--- src/rtl/bpsk_pkg.sv ---
// Shared types and sample encoding for the BPSK symbol serializer.
// Samples are two's complement: +1 = 1, -1 = all ones.
package bpsk_pkg;

  typedef enum logic {
    IDLE = 1'b0,
    SEND = 1'b1
  } state_e;

  localparam logic [31:0] SYM_POS = 32'h0000_0001;
  localparam logic [31:0] SYM_NEG = 32'hFFFF_FFFF;

  // Low w bits hold the sample; callers truncate to their width.
  function automatic logic [31:0] sym_of(input logic b, input int w);
    logic [31:0] neg;
    neg = SYM_NEG >> (32 - w);
    return b ? neg : SYM_POS;
  endfunction

endpackage

--- src/rtl/bpsk_sym_map.sv ---
// Maps one data bit to a signed BPSK sample, with optional
// differential encoding against the previous transmitted bit.
module bpsk_sym_map
  import bpsk_pkg::*;
#(
  parameter int SYM_W = 2,
  parameter int DIFF  = 0
) (
  input  logic             bit_i,
  input  logic             prev_i,
  output logic [SYM_W-1:0] sym_o,
  output logic             prev_o
);

  logic tx;

  assign tx     = (DIFF != 0) ? (bit_i ^ prev_i) : bit_i;
  assign sym_o  = SYM_W'(sym_of(tx, SYM_W));
  assign prev_o = (DIFF != 0) ? tx : prev_i;

endmodule

--- src/rtl/bpsk_symbol_serializer.sv ---
// Serialises N-bit codewords LSB first into BPSK samples,
// each symbol repeated SPS times, valid/ready on both sides.
module bpsk_symbol_serializer
  import bpsk_pkg::*;
#(
  parameter int N     = 8,
  parameter int SYM_W = 2,
  parameter int SPS   = 4,
  parameter int DIFF  = 0
) (
  input  logic             clk,
  input  logic             rst_n,
  input  logic             in_valid,
  output logic             in_ready,
  input  logic [N-1:0]     in_data,
  output logic             out_valid,
  input  logic             out_ready,
  output logic [SYM_W-1:0] out_sym,
  output logic             out_last,
  output logic             busy
);

  localparam int BW = $clog2(N) + 1;
  localparam int SW = $clog2(SPS) + 1;
  localparam logic [BW-1:0] BIT_LAST  = BW'(N - 1);
  localparam logic [SW-1:0] SAMP_LAST = SW'(SPS - 1);

  state_e state_q, state_d;
  logic [N-1:0] sreg_q, sreg_d;
  logic [BW-1:0] bit_q, bit_d;
  logic [SW-1:0] samp_q, samp_d;
  logic vld_q, vld_d;
  logic [SYM_W-1:0] sym_q, sym_d;
  logic last_q, last_d;
  logic prev_q, prev_d;

  logic fire, wrap, accept;
  logic [N-1:0] shift;
  logic map_bit, map_prev;
  logic [SYM_W-1:0] map_sym;

  assign fire     = vld_q & out_ready;
  assign wrap     = fire & last_q;
  assign in_ready = (state_q == IDLE) | wrap;
  assign accept   = in_valid & in_ready;
  assign shift    = sreg_q >> 1;
  // A new word's first bit and the next bit of the current word never compete.
  assign map_bit  = in_ready ? in_data[0] : shift[0];

  bpsk_sym_map #(
    .SYM_W(SYM_W),
    .DIFF (DIFF)
  ) u_map (
    .bit_i (map_bit),
    .prev_i(prev_q),
    .sym_o (map_sym),
    .prev_o(map_prev)
  );

  always_ff @(posedge clk or negedge rst_n) begin
    if (!rst_n) begin
      state_q <= IDLE;
      sreg_q  <= '0;
      bit_q   <= '0;
      samp_q  <= '0;
      vld_q   <= 1'b0;
      sym_q   <= '0;
      last_q  <= 1'b0;
      prev_q  <= 1'b0;
    end else begin
      state_q <= state_d;
      sreg_q  <= sreg_d;
      bit_q   <= bit_d;
      samp_q  <= samp_d;
      vld_q   <= vld_d;
      sym_q   <= sym_d;
      last_q  <= last_d;
      prev_q  <= prev_d;
    end
  end

  always_comb begin
    state_d = state_q;
    unique case (state_q)
      IDLE: if (accept) state_d = SEND;
      SEND: if (wrap && !accept) state_d = IDLE;
      default: state_d = IDLE;
    endcase
  end

  always_comb begin
    sreg_d = sreg_q;
    bit_d  = bit_q;
    samp_d = samp_q;
    vld_d  = vld_q;
    sym_d  = sym_q;
    last_d = last_q;
    prev_d = prev_q;
    unique case (1'b1)
      accept: begin
        sreg_d = in_data;
        bit_d  = '0;
        samp_d = '0;
        vld_d  = 1'b1;
        sym_d  = map_sym;
        prev_d = map_prev;
        last_d = (BIT_LAST == '0) && (SAMP_LAST == '0);
      end
      (wrap && !accept): begin
        bit_d  = '0;
        samp_d = '0;
        vld_d  = 1'b0;
        sym_d  = '0;
        last_d = 1'b0;
      end
      (fire && !wrap): begin
        if (samp_q == SAMP_LAST) begin
          samp_d = '0;
          bit_d  = bit_q + BW'(1);
          sreg_d = shift;
          sym_d  = map_sym;
          prev_d = map_prev;
        end else begin
          samp_d = samp_q + SW'(1);
        end
        last_d = (bit_d == BIT_LAST) && (samp_d == SAMP_LAST);
      end
      default: ;
    endcase
  end

  assign out_valid = vld_q;
  assign out_sym   = sym_q;
  assign out_last  = last_q;
  assign busy      = (state_q == SEND);

endmodule

--- config.mk ---
export PLATFORM = sky130hd
export DESIGN_NAME = bpsk_symbol_serializer
export DESIGN_NICKNAME = d
export VERILOG_FILES = /design/src/rtl/bpsk_pkg.sv /design/src/rtl/bpsk_sym_map.sv /design/src/rtl/bpsk_symbol_serializer.sv
export SDC_FILE = /design/constraint.sdc
export NUM_CORES = 1
export LEC_CHECK = 0
export BUFFER_PORTS_ARGS = -buffer_cell sky130_fd_sc_hd__buf_2
export CAP_MARGIN = 20
export CORE_UTILIZATION = 35
export DETAILED_ROUTE_END_ITERATION = 16
export PLACE_DENSITY = 0.6
export SLEW_MARGIN = 5
export SYNTH_ARGS = -nofsm -noshare
export SYNTH_HDL_FRONTEND = slang
export SYNTH_SLANG_ARGS = --single-unit
--- constraint.sdc ---
create_clock -name clk -period 3.35 [get_ports clk]
set_input_delay 1.005 -clock clk [delete_from_list [all_inputs] [get_ports clk]]
set_output_delay 1.005 -clock clk [all_outputs]
set_load 0.05 [all_outputs]
# [Word level (Yosys, flattened, before mapping)]
# Cells that the tools add are included.
[totals] register_bits=20 latchBits=0 ramBits=0 rom_bits=0 inputBits=12 output_inout_bits=6 elab_cells=47 memories=0
[op_classes] add_sub_neg=2 mul=0 div_mod_pow=0 order_cmp=0 n_eq_ne=4 shift=0 muxes=17 bitwise_logic=5 reduce_logical=12
[op_table] op="one-hot mux 8 bit (2 select lines)" n=1
[op_table] op="2-to-1 mux 4 bit" n=2
[op_table] op="2-to-1 mux 8 bit" n=1
[op_table] op="one-hot mux 4 bit (2 select lines)" n=1
[op_table] op="== test 3 x 2 -> 1 bit, second input constant" n=2
[op_table] op="2-to-1 mux 3 bit" n=2
[op_table] op="one-hot mux 1 bit (2 select lines)" n=3
[op_table] op="one-hot mux 2 bit (3 select lines)" n=1
[op_table] op="one-hot mux 3 bit (2 select lines)" n=1
[op_table] op="nonzero test 2 bit" n=3
[op_table] op="adder 4 x 1 -> 4 bit, second input constant" n=1
[op_table] op="== test 4 x 3 -> 1 bit, second input constant" n=1
[op_table] op="2-to-1 mux 2 bit" n=2
[op_table] op="AND reduction 2 bit" n=2
[op_table] op="adder 3 x 1 -> 3 bit, second input constant" n=1
[op_table] op="bitwise AND 1 bit" n=3
[op_table] op="logical AND 1 bit" n=3
[op_table] op="2-to-1 mux 1 bit" n=3
[op_table] op="nonzero test 3 bit" n=1
[op_table] op="logical NOT 1 bit" n=2
[op_table] op="inequality test 2 x 1 -> 1 bit, second input constant" n=1
[op_table] op="OR reduction 2 bit" n=1
[op_table] op="NOT 1 bit" n=1
[op_table] op="bitwise OR 1 bit" n=1

# [Logic depth before layout (Yosys ltp)]
# Gate-level depths: netlist of run 1.
[logic_depth] depth_word=8 ltp_mapped=6 mapped_depth_nobuf=5

# [Hierarchy]
# From an unflattened synthesis of run 1, not the netlist that was laid out.
[unflattened] cells_unflattened=95 hier_area_um2=1029.7
[modules_own_cells] module="bpsk_symbol_serializer" n_inst=1 cells_each=91 area_each_um2=1003.5 seq_area_each_um2=500.5
[modules_own_cells] module="bpsk_sym_map" n_inst=1 cells_each=4 area_each_um2=26.3 seq_area_each_um2=0.0

# [Worst setup path after synthesis of run 1]
# Ideal clock, no wire load.
[synth_timing] path_type="input -> output" startpoint="input port out_ready" endpoint="output port in_ready" arrival_ns=1.487 t_required_ns=2.345 setup_slack_ns=0.858 stages=2 n_path_buf=0 cell_sequence="nand3_1 -> nand2_1"
[synth_via] elab_chain_len=3
[synth_lines] element="start: declaration" line="bpsk_symbol_serializer.sv:17" rtl="input logic out_ready,"
[synth_lines] element="bitwise AND 1 bit" line="bpsk_symbol_serializer.sv:42" rtl="assign fire = vld_q & out_ready;"
[synth_lines] element="bitwise AND 1 bit" line="bpsk_symbol_serializer.sv:43" rtl="assign wrap = fire & last_q;"
[synth_lines] element="bitwise OR 1 bit" line="bpsk_symbol_serializer.sv:44" rtl="assign in_ready = (state_q == IDLE) | wrap;"
[synth_lines] element="end: declaration" line="bpsk_symbol_serializer.sv:14" rtl="output logic in_ready,"
# Every way passes these cells.

# [Final worst setup path of run 1]
# Ends and elaborated chain as after synthesis.

==> results of run 1 <==
## worst max-delay path, cell delays in order
cell	delay, ns
buf_2	0.12
nand3_1	0.09
nand2_1	0.13
buf_2	0.28
## cell families after synthesis
kind of cell | share of synthesized area [%]
AO/OA/AOI/OAI | 18.2
XOR/XNOR | 2.67
adder cells (fa/ha/maj) | 3.81
buffers and inverters | 3.81
flip-flops | 48.3
multiplexers | 2.16
AND/OR/NAND/NOR | 21.1
## power by group through the flow
| stage | clock [mW] | sequential (mW) | combinational [mW] |
|---|---|---|---|
| after floorplan | 0 | 0.292 | 0.0376 |
| after global placement | 0 | 0.277 | 0.0796 |
| after detailed placement | 0 | 0.278 | 0.0806 |
| after CTS | 0.122 | 0.273 | 0.0811 |
| after global routing | 0.130 | 0.277 | 0.0900 |
| final | 0.117 | 0.273 | 0.0803 |
## metal layers
layer  vias up  part of all wire, %
met2        11                   47
li1        365                    -
met1       357                   48
met4         0                  1.7
met5         -                    0
met3         4                  3.9
## layout by cell type (no fill, tap or decap)
master / synthesis / routed
and3_4: 1 / 1
ha_1: 3 / 3
nand3_1: 3 / 3
nand2_1: 16 / 16
and2b_1: 1 / 1
nand2b_1: 1 / 1
xor2_1: 1 / 1
inv_1: 4 / 4
clkbuf_4: 0 / 3
nor2_1: 4 / 4
o221a_1: 6 / 6
mux2_2: 1 / 1
buf_2: 0 / 17
clkinv_2: 0 / 1
or3_1: 5 / 5
a22o_1: 2 / 2
dfrtp_1: 19 / 19
a21boi_2: 1 / 1
mux2i_1: 1 / 1
o21ai_0: 7 / 7
and3b_2: 1 / 1
o21a_1: 1 / 1
o22a_2: 1 / 1
nand2_2: 1 / 1
nand4_1: 1 / 1
o22ai_1: 1 / 1
nand2b_4: 2 / 2
a21boi_0: 1 / 1
xnor2_1: 2 / 2
nand3b_2: 1 / 1
o41ai_2: 1 / 1
## sequential cells by signal, indices dropped and copies added (netlist names)
signal and cells:
samp_q 3, busy 1, out_last 1, sreg_q 7
out_sym 2, bit_q 4, out_valid 1
## stage by stage
stage               setup WS (ns)  util (%)  hold slack, ns  instances  power, mW
global placement            0.745      42.3           0.495        136      0.357
CTS                         0.726      43.3           0.522        140      0.476
detailed placement          0.731      42.3           0.492        136      0.359
global route                0.689      43.3           0.555        140      0.497
floorplan                   0.858         -           0.479         91      0.330
finish                      0.725      43.3           0.520        140      0.471
## worst paths after layout
check                                    endpoint  slack (ns)  depth (start not counted)
setup / recovery                         in_ready        0.73                          4
hold / removal             out_sym[0]$_DFFE_PN0P_        0.52                          2
setup reg to reg             out_last$_DFFE_PN0P_        1.77                          5
hold reg to reg            out_sym[0]$_DFFE_PN0P_        0.52                          2
max in group asynchronous   sreg_q[5]$_DFFE_PN0P_        2.44                          1
min in group asynchronous    bit_q[2]$_DFFE_PN0P_        0.61                          1
## area by class of cell
class / count / area (um^2) / share of cell area [%]
clock buffers: 3 / 22.5 / 2.02
clock inverters: 1 / 5.00 / 0.450
inverters: 4 / 15.0 / 1.35
multi-input cells: 66 / 472 / 42.4
flip-flops and latches: 19 / 475 / 42.7
well taps: 30 / 37.5 / 3.37
repair buffers: 17 / 85.1 / 7.65
==> impl_metrics.env, run 1 <==
export IMPL_finalMaxSlewViolations=0
export IMPL_synthesis_instances=91
export IMPL_clkSinkCount=19
export IMPL_p_switching_uw=135
export IMPL_timing_rr_start="samp_q[0]$_DFFE_PN0P_"
export IMPL_slew_limit_headroom_pct=72.5
export IMPL_worst_hold_path_type="reg -> reg"
export IMPL_critPathKind="in -> out"
export IMPL_yosysWarnings=0
export IMPL_die_w_um=55.0
export IMPL_yosys_top_cells_count="dfrtp_1, nand2_1, o21ai_0"
export IMPL_grtUsageMet2_pct=25.1
export IMPL_yosysMostFrequentCell="dfrtp_1"
export IMPL_cts_root_buf="clkbuf_4"
export IMPL_wl_per_cell_um=13.3
export IMPL_antenna_found_initial=0
export IMPL_period_share_pct=78.3
export IMPL_wl_um=1870
export IMPL_finalClockSkew_ns=0.00728
export IMPL_synthArstFlopShare_pct=100
export IMPL_final_area_um2=1110
export IMPL_period_needed_ns=2.62
export IMPL_postSynthAreaPerCell_um2=10.8
export IMPL_synth_area_top_cells="dfrtp_1, o221a_1, nand2_1"
export IMPL_io_pins=18
export IMPL_postCtsSetupBuffers=0
export IMPL_synth_top_cell_area_share_pct=48.3
export IMPL_placed_area_um2=1080
export IMPL_rsz0062_at_grt="no"
export IMPL_ant_nets=0
export IMPL_p_leak_nw=0.526
export IMPL_synth_nets=106
export IMPL_hold_buffers=0
export IMPL_detailed_place_hpwl_um=1370
export IMPL_synth_edf_count=0
export IMPL_worstPathMaxFanout=5
export IMPL_switching_share_pct=28.6
export IMPL_row_count=18
export IMPL_path_clk_slew_ns=0.11
export IMPL_critPathLaunchType="primary input"
export IMPL_gp_congestion=0.781
export IMPL_peakVddDrop_v=0.000191
export IMPL_ys_seq_elements=19
export IMPL_cts_tree="built"
export IMPL_grt_usage_pct=15.4
export IMPL_crit_start="out_ready"
export IMPL_initial_core_util_pct=38.4
export IMPL_synth_ff_type="dfrtp_1"
export IMPL_power_frac_comb_pct=17.1
export IMPL_final_nets=126
export IMPL_met1_usage_pct=18.8
export IMPL_vias=737
export IMPL_met3_usage_pct=3.83
export IMPL_cp_arrival_ns=1.62
export IMPL_drt_pass1_iter_count=4
export IMPL_max_cap_violations=0
export IMPL_die_h_um=55.0
export IMPL_postCtsResizedCells=0
export IMPL_grt_max_degree=20
export IMPL_core_um2=2570
export IMPL_yosysSeqAreaShare_pct=48.3
export IMPL_yosysTopAreaCell="dfrtp_1"
export IMPL_drc=0
export IMPL_hold_viol_final=0
export IMPL_insertedDiodeCount=0
export IMPL_routed_via_density=5.26
export IMPL_top_usage_layer="met2"
export IMPL_setup_violations=0
export IMPL_setup_tns_ns=0
export IMPL_n_fill_cell=273
export IMPL_endpoint_kind="output port"
export IMPL_worstMarginPinSlew_ns=0.413
export IMPL_fmax_mhz=381
export IMPL_h_tree_depth=1
export IMPL_internal_power_uw=336
export IMPL_port_buffer_count=17
export IMPL_grt_pass1_vias=736
export IMPL_critical_path_required_ns=2.34
export IMPL_p_clk_share_pct=24.9
export IMPL_synth_distinct_cells=29
export IMPL_grt_pass1_wl_um=3170
export IMPL_seqPwrFrac_pct=58.1
export IMPL_status="finished clean"
export IMPL_clockBufferDepth=2
export IMPL_power_density_nw_per_um2=423
export IMPL_gr_total_overflow=0
export IMPL_drive_above_1_share_pct=28.2
export IMPL_area_growth_pct=13.0
export IMPL_syn_cell_area_um2=985
export IMPL_drt_initial_drc_count=16
export IMPL_numCtsBuffers=3
export IMPL_min_delay_start="out_sym[0]$_DFFE_PN0P_"
export IMPL_die_area_um2=3030
export IMPL_insertion_delay_ns=0.30
(Power assumes the default switching activity.)
==> run 2, diff against run 1 <==
PLACE_DENSITY = 0.62   (was 0.6)
clock period = 2.2 ns   (was 3.35 ns; I/O delays follow)
==> run 2 against run 1 <==
  * Hold slack worse by 0.23 ns
  * Register-to-register slack worse by 1.2 ns
  * Count of clock-buffer cells in the layout is 1 higher
  * Critical path depth stayed put
  * Non-clock buffer count stayed put
  * Combinational power is 53% higher
  * Clock skew is 0.0020 ns lower
  * Clock power is 47% higher
  * Die area stayed put
  * Cell area is 0.11% lower
  * Setup slack worse by 0.46 ns
==> impl_metrics.env, run 2 (synthesis gave the netlist of run 1 again) <==
export IMPL_status="finished clean"
export IMPL_gp_congestion=0.757
export IMPL_detailed_place_hpwl_um=1380
export IMPL_p_leak_nw=0.523
export IMPL_postCtsResizedCells=0
export IMPL_vias=748
export IMPL_path_clk_slew_ns=0.11
export IMPL_layout_setup_ws_ns=0.264
export IMPL_port_buffer_count=17
export IMPL_die_w_um=55.0
export IMPL_setup_violations=0
export IMPL_cts_root_buf="clkbuf_4"
export IMPL_finalClockSkew_ns=0.00529
export IMPL_critPathLaunchType="primary input"
export IMPL_largest_register="sreg_q"
export IMPL_final_nets=126
export IMPL_grtUsageMet2_pct=25.3
export IMPL_grt_max_degree=20
export IMPL_grt_pass1_vias=740
export IMPL_multiInputGateArea_um2=472
export IMPL_met1_usage_pct=21.0
export IMPL_final_common_cell="dfrtp_1"
export IMPL_h_tree_depth=1
export IMPL_critical_path_required_ns=1.54
export IMPL_wl_um=1930
export IMPL_place_inst=136
export IMPL_preCtsSetupSlack_ns=0.267
export IMPL_peakVddDrop_v=0.000362
export IMPL_drc=0
export IMPL_rsz0062_at_grt="no"
export IMPL_numCtsBuffers=3
export IMPL_seqPwrFrac_pct=58.4
export IMPL_die_area_um2=3030
export IMPL_die_h_um=55.0
export IMPL_n_fill_cell=262
export IMPL_drt_initial_drc_count=12
export IMPL_clkSinkCount=19
export IMPL_fin_cells=140
export IMPL_endpoint_kind="output port"
export IMPL_finalMaxSlewViolations=0
export IMPL_period_share_pct=88.0
export IMPL_largest_reg_flops=7
export IMPL_grt_usage_pct=15.9
export IMPL_power_frac_comb_pct=17.3
export IMPL_met3_usage_pct=2.73
export IMPL_hold_ws_ns=0.292
export IMPL_clockBufferDepth=2
export IMPL_max_cap_violations=0
export IMPL_fmax_mhz=516
export IMPL_slew_limit_headroom_pct=71.4
export IMPL_drive_above_1_share_pct=27.3
export IMPL_gr_total_overflow=0
export IMPL_wl_per_cell_um=13.8
export IMPL_power_density_nw_per_um2=639
export IMPL_p_clk_share_pct=24.3
export IMPL_postCtsSetupBuffers=0
export IMPL_grt_pass1_wl_um=3330
export IMPL_period_needed_ns=1.94
export IMPL_final_cell_mix="dfrtp_1, buf_2, nand2_1"
export IMPL_hold_buffers=0
export IMPL_ant_nets=0
export IMPL_critPathKind="in -> out"
export IMPL_internal_power_uw=514
export IMPL_worstMarginPinSlew_ns=0.429
export IMPL_power_uw=710
export IMPL_cts_tree="built"
export IMPL_worstPathMaxFanout=5
export IMPL_io_pins=18
export IMPL_insertion_delay_ns=0.29
export IMPL_row_count=18
export IMPL_hold_viol_final=0
export IMPL_reg_largest_list="sreg_q x7, bit_q x4, samp_q x3"
export IMPL_worst_hold_path_type="in -> async"
export IMPL_area_growth_pct=12.8
export IMPL_routed_via_density=5.34
export IMPL_insertedDiodeCount=0
export IMPL_p_switching_uw=196
export IMPL_seq_area_um2=475
export IMPL_core_um2=2570
export IMPL_switching_share_pct=27.6
export IMPL_antenna_found_initial=0
export IMPL_setup_tns_ns=0
export IMPL_cp_arrival_ns=1.28
export IMPL_top_usage_layer="met2"
export IMPL_initial_core_util_pct=38.4
export IMPL_drt_pass1_iter_count=4
-- run 2: routing by layer --
layer | wire length, um | up-vias
met5 | 0 | -
met4 | 27 | 0
met1 | 918 | 370
met3 | 63 | 2
li1 | - | 362
met2 | 923 | 14
-- run 2: critical path: stages --
cell     delay (ns)
buf_2          0.13
nand3_1        0.08
nand2_1        0.13
buf_2          0.28
-- run 2: final cells by class --
class / count / share of cell area (%)
tap: 30 / 3.38
inverter: 4 / 1.35
timing repair buffer: 17 / 7.66
sequential: 19 / 42.8
multi-input combinational: 66 / 42.5
clock buffer: 4 / 2.36
-- run 2: path summary, 6_finish.rpt --
kind / start / endpoint / slack (ns) / cells past startpoint
max in group asynchronous: rst_n / out_sym[1]$_DFFE_PN0P_ / 1.61 / 1
max reg2reg: samp_q[0]$_DFFE_PN0P_ / out_last$_DFFE_PN0P_ / 0.62 / 5
min reg2reg: out_sym[0]$_DFFE_PN0P_ / out_sym[0]$_DFFE_PN0P_ / 0.52 / 2
max: out_ready / in_ready / 0.26 / 4
min: rst_n / samp_q[2]$_DFFE_PN0P_ / 0.29 / 1
min in group clk: out_sym[0]$_DFFE_PN0P_ / out_sym[0]$_DFFE_PN0P_ / 0.52 / 2
-- run 2: stage by stage --
stage / util, % / area, um^2
floorplan: - / 985
CTS: 43.3 / 1110
finish: 43.3 / 1110
global placement: 42.3 / 1080
detailed placement: 42.3 / 1080
global route: 43.3 / 1110
-- run 2: power by group through the flow --
| stage | combinational, mW | clock, mW | sequential (mW) |
|---|---|---|---|
| 6_report | 0.123 | 0.172 | 0.415 |
| 5_1_grt | 0.138 | 0.196 | 0.421 |
| 4_1_cts | 0.125 | 0.183 | 0.415 |
| 3_5_place_dp | 0.124 | 0 | 0.422 |
| 3_3_place_gp | 0.122 | 0 | 0.421 |
| 2_1_floorplan | 0.0573 | 0 | 0.445 |
